**src/rtl/psram_frame_sched.sv**
```systemverilog
// psram_frame_sched: picks write (camera FIFO -> PSRAM) or read (PSRAM -> display
// FIFO) bursts and drives the burst controller Go/Addr/Wr handshake.
// Ports: clk160_i/rst_n clock and async low reset; cfgDone controller ready;
//   wr_fifo_count/rd_fifo_free FIFO levels; frame_start/disp_frame_start frame
//   pulses; brst_Go/brst_Addr_in/brst_Wr request; brst_Done controller idle;
//   wr_frame_done/frame_valid/busy status.
module psram_frame_sched #(
  parameter int BURST_LEN   = 32,
  parameter int FRAME_WORDS = 307200,
  parameter int FIFO_AW     = 10
) (
  input  logic             clk160_i,
  input  logic             rst_n,
  input  logic             cfgDone,
  input  logic [FIFO_AW:0] wr_fifo_count,
  input  logic [FIFO_AW:0] rd_fifo_free,
  input  logic             frame_start,
  input  logic             disp_frame_start,
  output logic             brst_Go,
  output logic [22:0]      brst_Addr_in,
  output logic             brst_Wr,
  input  logic             brst_Done,
  output logic             wr_frame_done,
  output logic             frame_valid,
  output logic             busy
);

  localparam logic [2:0] IDLE = 3'd0;
  localparam logic [2:0] ARB  = 3'd1;
  localparam logic [2:0] REQ  = 3'd2;
  localparam logic [2:0] RUN  = 3'd3;
  localparam logic [2:0] UPD  = 3'd4;

  localparam logic [FIFO_AW:0] BL_C  = (FIFO_AW+1)'(BURST_LEN);
  localparam logic [FIFO_AW:0] BL2_C = (FIFO_AW+1)'(2*BURST_LEN);
  localparam logic [22:0] BL_A   = 23'(BURST_LEN);
  localparam logic [22:0] FW_A   = 23'(FRAME_WORDS);
  localparam logic [22:0] LAST_A = 23'(FRAME_WORDS - BURST_LEN);

  logic [2:0]  state_q, state_d;
  logic [22:0] wr_ptr_q, rd_ptr_q, addr_q;
  logic        wr_buf_q, ready_buf_q, rd_buf_q;
  logic        last_wr_q, fs_pend_q, dfs_pend_q;
  logic        go_q, wr_q, fd_q, fv_q, busy_q;

  logic        wr_elig, rd_elig, wr_urgent, any_elig, pick_wr;
  logic        in_flight, wr_inflight, rd_inflight, upd;
  logic [22:0] wr_addr, rd_addr, rd_ptr_nxt;

  assign brst_Go       = go_q;
  assign brst_Addr_in  = addr_q;
  assign brst_Wr       = wr_q;
  assign wr_frame_done = fd_q;
  assign frame_valid   = fv_q;
  assign busy          = busy_q;

  assign wr_elig   = wr_fifo_count >= BL_C;
  assign wr_urgent = wr_fifo_count >= BL2_C;
  assign rd_elig   = (rd_fifo_free >= BL_C) && fv_q;
  assign any_elig  = wr_elig || rd_elig;
  // urgent write first, else round-robin when both want the bus
  assign pick_wr   = wr_urgent ||
                     (wr_elig && (!rd_elig || !last_wr_q));

  assign wr_addr    = (wr_buf_q ? FW_A : 23'd0) + wr_ptr_q;
  assign rd_addr    = (rd_buf_q ? FW_A : 23'd0) + rd_ptr_q;
  assign rd_ptr_nxt = (rd_ptr_q == LAST_A) ? 23'd0 : rd_ptr_q + BL_A;

  assign upd         = state_q == UPD;
  assign in_flight   = (state_q == REQ) || (state_q == RUN) || upd;
  assign wr_inflight = in_flight && wr_q;
  assign rd_inflight = in_flight && !wr_q;

  always_comb begin
    state_d = state_q;
    case (state_q)
      IDLE: if (cfgDone && brst_Done) state_d = ARB;
      ARB:  if (any_elig) state_d = REQ;
      REQ:  if (!brst_Done) state_d = RUN;
      RUN:  if (brst_Done) state_d = UPD;
      UPD:  state_d = IDLE;
      default: state_d = IDLE;
    endcase
  end

  always_ff @(posedge clk160_i or negedge rst_n) begin
    if (!rst_n) begin
      state_q     <= IDLE;
      wr_ptr_q    <= '0;
      rd_ptr_q    <= '0;
      addr_q      <= '0;
      wr_buf_q    <= 1'b0;
      ready_buf_q <= 1'b0;
      rd_buf_q    <= 1'b0;
      last_wr_q   <= 1'b0;
      fs_pend_q   <= 1'b0;
      dfs_pend_q  <= 1'b0;
      go_q        <= 1'b0;
      wr_q        <= 1'b0;
      fd_q        <= 1'b0;
      fv_q        <= 1'b0;
      busy_q      <= 1'b0;
    end else begin
      state_q <= state_d;
      fd_q    <= 1'b0;

      if (state_q == ARB && any_elig) begin
        go_q   <= 1'b1;
        busy_q <= 1'b1;
        wr_q   <= pick_wr;
        addr_q <= pick_wr ? wr_addr : rd_addr;
      end
      if (state_q == REQ && !brst_Done) go_q <= 1'b0;
      if (upd) begin
        busy_q    <= 1'b0;
        last_wr_q <= wr_q;
      end

      // a frame_start landing in the write's UPD cycle is applied there
      if (upd && wr_q) begin
        if (fs_pend_q || frame_start) begin
          wr_ptr_q  <= '0;
          fs_pend_q <= 1'b0;
        end else if (wr_ptr_q == LAST_A) begin
          wr_ptr_q    <= '0;
          ready_buf_q <= wr_buf_q;
          wr_buf_q    <= !wr_buf_q;
          fv_q        <= 1'b1;
          fd_q        <= 1'b1;
        end else begin
          wr_ptr_q <= wr_ptr_q + BL_A;
        end
      end else if (frame_start) begin
        if (wr_inflight) fs_pend_q <= 1'b1;
        else wr_ptr_q <= '0;
      end

      if (upd && !wr_q) begin
        if (dfs_pend_q || disp_frame_start) begin
          rd_ptr_q   <= '0;
          rd_buf_q   <= ready_buf_q;
          dfs_pend_q <= 1'b0;
        end else begin
          rd_ptr_q <= rd_ptr_nxt;
        end
      end else if (disp_frame_start) begin
        if (rd_inflight) begin
          dfs_pend_q <= 1'b1;
        end else begin
          rd_ptr_q <= '0;
          rd_buf_q <= ready_buf_q;
        end
      end
    end
  end

endmodule

```
**config.mk**
```make
export PLATFORM = sky130hd
export DESIGN_NAME = psram_frame_sched
export DESIGN_NICKNAME = d
export VERILOG_FILES = /design/src/rtl/psram_frame_sched.sv
export SDC_FILE = /design/constraint.sdc
export NUM_CORES = 1
export LEC_CHECK = 0
export ABC_CLOCK_PERIOD_IN_PS = 2600
export CORE_UTILIZATION = 50
export CTS_BUF_LIST = sky130_fd_sc_hd__clkbuf_16
export DETAILED_ROUTE_END_ITERATION = 12
export PLACE_DENSITY = 0.75
export SLEW_MARGIN = 20
export SYNTH_ARGS = -nofsm -noshare
export SYNTH_HDL_FRONTEND = slang
export SYNTH_SLANG_ARGS = --single-unit
```
**constraint.sdc**
```tcl
create_clock -name clk160_i -period 2.6 [get_ports clk160_i]
set_input_delay 0.78 -clock clk160_i [delete_from_list [all_inputs] [get_ports clk160_i]]
set_output_delay 0.78 -clock clk160_i [all_outputs]
set_load 0.02 [all_outputs]
```
==> flow_metrics.env <==
export IMPL_rsz0062_at_grt="false"
export IMPL_ios=56
export IMPL_async_reset_ff_share_pct=100
export IMPL_wl_per_cell_um=17.1
export IMPL_clkPwrFrac_pct=34.7
export IMPL_dieHeight_um=92.3
export IMPL_initial_core_util_pct=52.2
export IMPL_period_minus_slack_ps=2560
export IMPL_crit_required_ps=2850
export IMPL_p_leak_uw=0.00237
export IMPL_tightest_slew_ps=763
export IMPL_p_total_uw=3460
export IMPL_endpoint_kind="register"
export IMPL_grt_overflow=0
export IMPL_reg2reg_slack_ps=100
export IMPL_gp_congestion=0.879
export IMPL_num_vias=3592
export IMPL_drtIter0Drc=179
export IMPL_slew_headroom_pct=49.1
export IMPL_die_area_um2=8520
export IMPL_setup_viol=0
export IMPL_critPathLaunchType="primary input"
export IMPL_yosysUniqueCellTypes=60
export IMPL_drc_errors=0
export IMPL_core_area_um2=7810
export IMPL_p_int_uw=2400
export IMPL_cts_tree="done"
export IMPL_clkSinkCount=68
export IMPL_drt_vias_per_instance=5.92
export IMPL_hold_class="in -> async"
export IMPL_area_growth_pct=27.6
export IMPL_ys_flop_type="dfrtp_1"
export IMPL_drt_wl_total_um=10400
export IMPL_p_per_area_nw_per_um2=665
export IMPL_antennaDiodeCount=0
export IMPL_grt_antenna_before_repair=0
export IMPL_firstDrtPassIters=4
export IMPL_core_rowCount=32
export IMPL_seq_power_share_pct=36.2
export IMPL_cap_violations=0
export IMPL_yosysSeqAreaShare_pct=41.8
export IMPL_root_buffer="clkbuf_16"
export IMPL_grt_pass1_vias=3411
export IMPL_synth_area_leaders="dfrtp_1 (42%), xnor2_1 (4.5%), mux2i_1 (3.9%), nand2_1 (3.8%), ha_1 (3.1%)"
export IMPL_vdd_drop_max_uv=345
export IMPL_dp_hpwl_um=7190
export IMPL_grt_max_degree=38
export IMPL_numCtsBuffers=9
export IMPL_cts_max_path_buffers=2
export IMPL_io_buffers=40
export IMPL_instances_no_fill=607
export IMPL_die_w_um=92.3
export IMPL_slew_violations=0
export IMPL_status="finished clean"
export IMPL_synth_enable_flop_cells=0
export IMPL_yosys_warnings=0
export IMPL_drive_gt1_share_pct=14.9
export IMPL_nets=540
export IMPL_ys_ff_latch=68
export IMPL_cp_max_fo=6
export IMPL_crit_type="in -> reg"
export IMPL_grt_total_usage_pct=24.8
export IMPL_timing_fmax_ghz=0.391
export IMPL_clock_skew_ps=8.64
export IMPL_power_switching_uw=1060
export IMPL_fin_crit_sh_pct=98.3
export IMPL_grt_pass1_wl_um=16500
export IMPL_yosysTopAreaCellShare_pct=41.8
export IMPL_yosysTopAreaCell="dfrtp_1"
export IMPL_placed_cells=583
export IMPL_route_antenna_remaining_nets=0
export IMPL_synthCells=443
export IMPL_syn_area_um2=4080
export IMPL_syn_mean_instance_area_um2=9.20
export IMPL_pwr_share_comb_pct=29.1
export IMPL_clk_latency_ps=330
export IMPL_crit_arrival_ps=2800
export IMPL_htreeDepth=3
export IMPL_switching_share_pct=30.6
export IMPL_path_clk_slew_ps=50
export IMPL_final_hold_viol_count=0
[placed cells by master, fill, tap and decap left out, types with 10 or more instances in the layout]
| cell | n |
|---|---|
| buf_4 | 23 |
| xnor2_1 | 21 |
| clkdlybuf4s50_1 | 33 |
| o21ai_0 | 13 |
| nand2_1 | 38 |
| a21oi_1 | 20 |
| nand3_1 | 14 |
| nor3_1 | 16 |
| dfrtp_1 | 68 |
| nor2_1 | 22 |
| o21ai_1 | 19 |
| a31oi_1 | 17 |
| mux2i_1 | 16 |
| ha_1 | 10 |
| clkbuf_16 | 13 |
| inv_1 | 21 |
[routing by layer]
layer	wire length (µm)	GRT usage [%]	vias up
met4	251	10.5	0
met1	4490	32.6	1765
met3	554	4.31	20
met2	5060	40.4	108
li1	-	-	1699
met5	0	0	-
[repair_timing]
action,4_1_cts,5_1_grt
resized for setup,1,32
hold buffers,0,0
cloned,0,5
buffers inserted,0,3
setup endpoints to repair,2,19
pin swaps,1,7
[path summary, 6_finish.rpt]
| kind | from | endpoint | cells past startpoint |
|---|---|---|---|
| worst max register to register | wr_buf_q | brst_Addr_in[20] | 8 |
| worst min register to register | brst_Addr_in[9] | brst_Addr_in[9] | 2 |
| worst max-delay path | rd_fifo_free[6] | brst_Addr_in[19] | 9 |
| min in group clk160_i | brst_Addr_in[9] | brst_Addr_in[9] | 2 |
| worst min-delay path | rst_n | rd_ptr_q[6] | 1 |
| max in group asynchronous | rst_n | wr_ptr_q[22] | 2 |
[per-stage QoR]
step | worst slack (ps) | util [%] | setup TNS (ps) | hold WS (ps) | area [µm²]
finish | 44.6 | 66.6 | 0 | 377 | 5200
global route | 3.69 | 66.6 | 0 | 412 | 5200
CTS | -9.88 | 63.5 | -9.88 | 381 | 4950
detailed placement | -353 | 59.7 | -6590 | 470 | 4660
global placement | -330 | 59.7 | -5930 | 460 | 4660
floorplan | 63.8 | - | 0 | 446 | 4090
[cell usage after synthesis, types with 5 or more instances]
cell and number:
nor2_1 23, xnor2_1 21, nor3_1 16, o21ai_0 19, nand4_1 6, nor4_1 5, ha_1 10, nor2b_1 6
nand3_1 14, o21ai_1 16, dfrtp_1 68, buf_4 10, mux2i_1 16, nand2b_1 5, xor2_1 5, and2_1 5
a21oi_1 20, nand2_1 41, clkbuf_1 15, a22o_1 6, and3_1 9, a31oi_1 17, inv_1 21
[critical path, cell delays in order]
cell	delay, ps
clkdlybuf4s50_1	410
or4_4	500
o31a_1	340
o2111ai_4	220
buf_12	160
buf_12	130
buf_8	110
nand2_1	50
o21ai_1	90
[sequential cells by signal, summed over array words and instances (netlist names)]
| signal | flops |
|---|---|
| fs_pend_q | 1 |
| ready_buf_q | 1 |
| state_q | 3 |
| rd_ptr_q | 18 |
| frame_valid | 1 |
| brst_Go | 1 |
| brst_Addr_in | 18 |
| rd_buf_q | 1 |
| busy | 1 |
| wr_buf_q | 1 |
| dfs_pend_q | 1 |
| brst_Wr | 1 |
| wr_ptr_q | 18 |
| last_wr_q | 1 |
| wr_frame_done | 1 |
[cells by family after synthesis]
logic type      synth area share, %
fa+ha+maj                      4.05
mux                            4.76
buf+inv                        6.48
other cells                  0.0920
xor+xnor                       5.59
compound gates                 17.3
flops                          41.8
simple gates                   20.0
[final cells by class]
class                      instances  area [µm²]
clock buffer                       9         225
timing repair buffer              74         810
sequential                        68        1700
tap                              102         128
clock inverter                     7        67.6
fill                             615        2610
inverter                          21        78.8
multi-input combinational        326        2190
[power groups by stage]
| stage | sequential [µW] | clock [µW] | combinational (µW) |
|---|---|---|---|
| after CTS | 1250 | 1210 | 705 |
| after global placement | 1260 | 0 | 688 |
| after detailed placement | 1260 | 0 | 703 |
| after floorplan | 1300 | 0 | 354 |
| final | 1250 | 1200 | 1010 |
| after global routing | 1270 | 1260 | 1080 |
No activity file was read; power rests on OpenSTA's default activity.
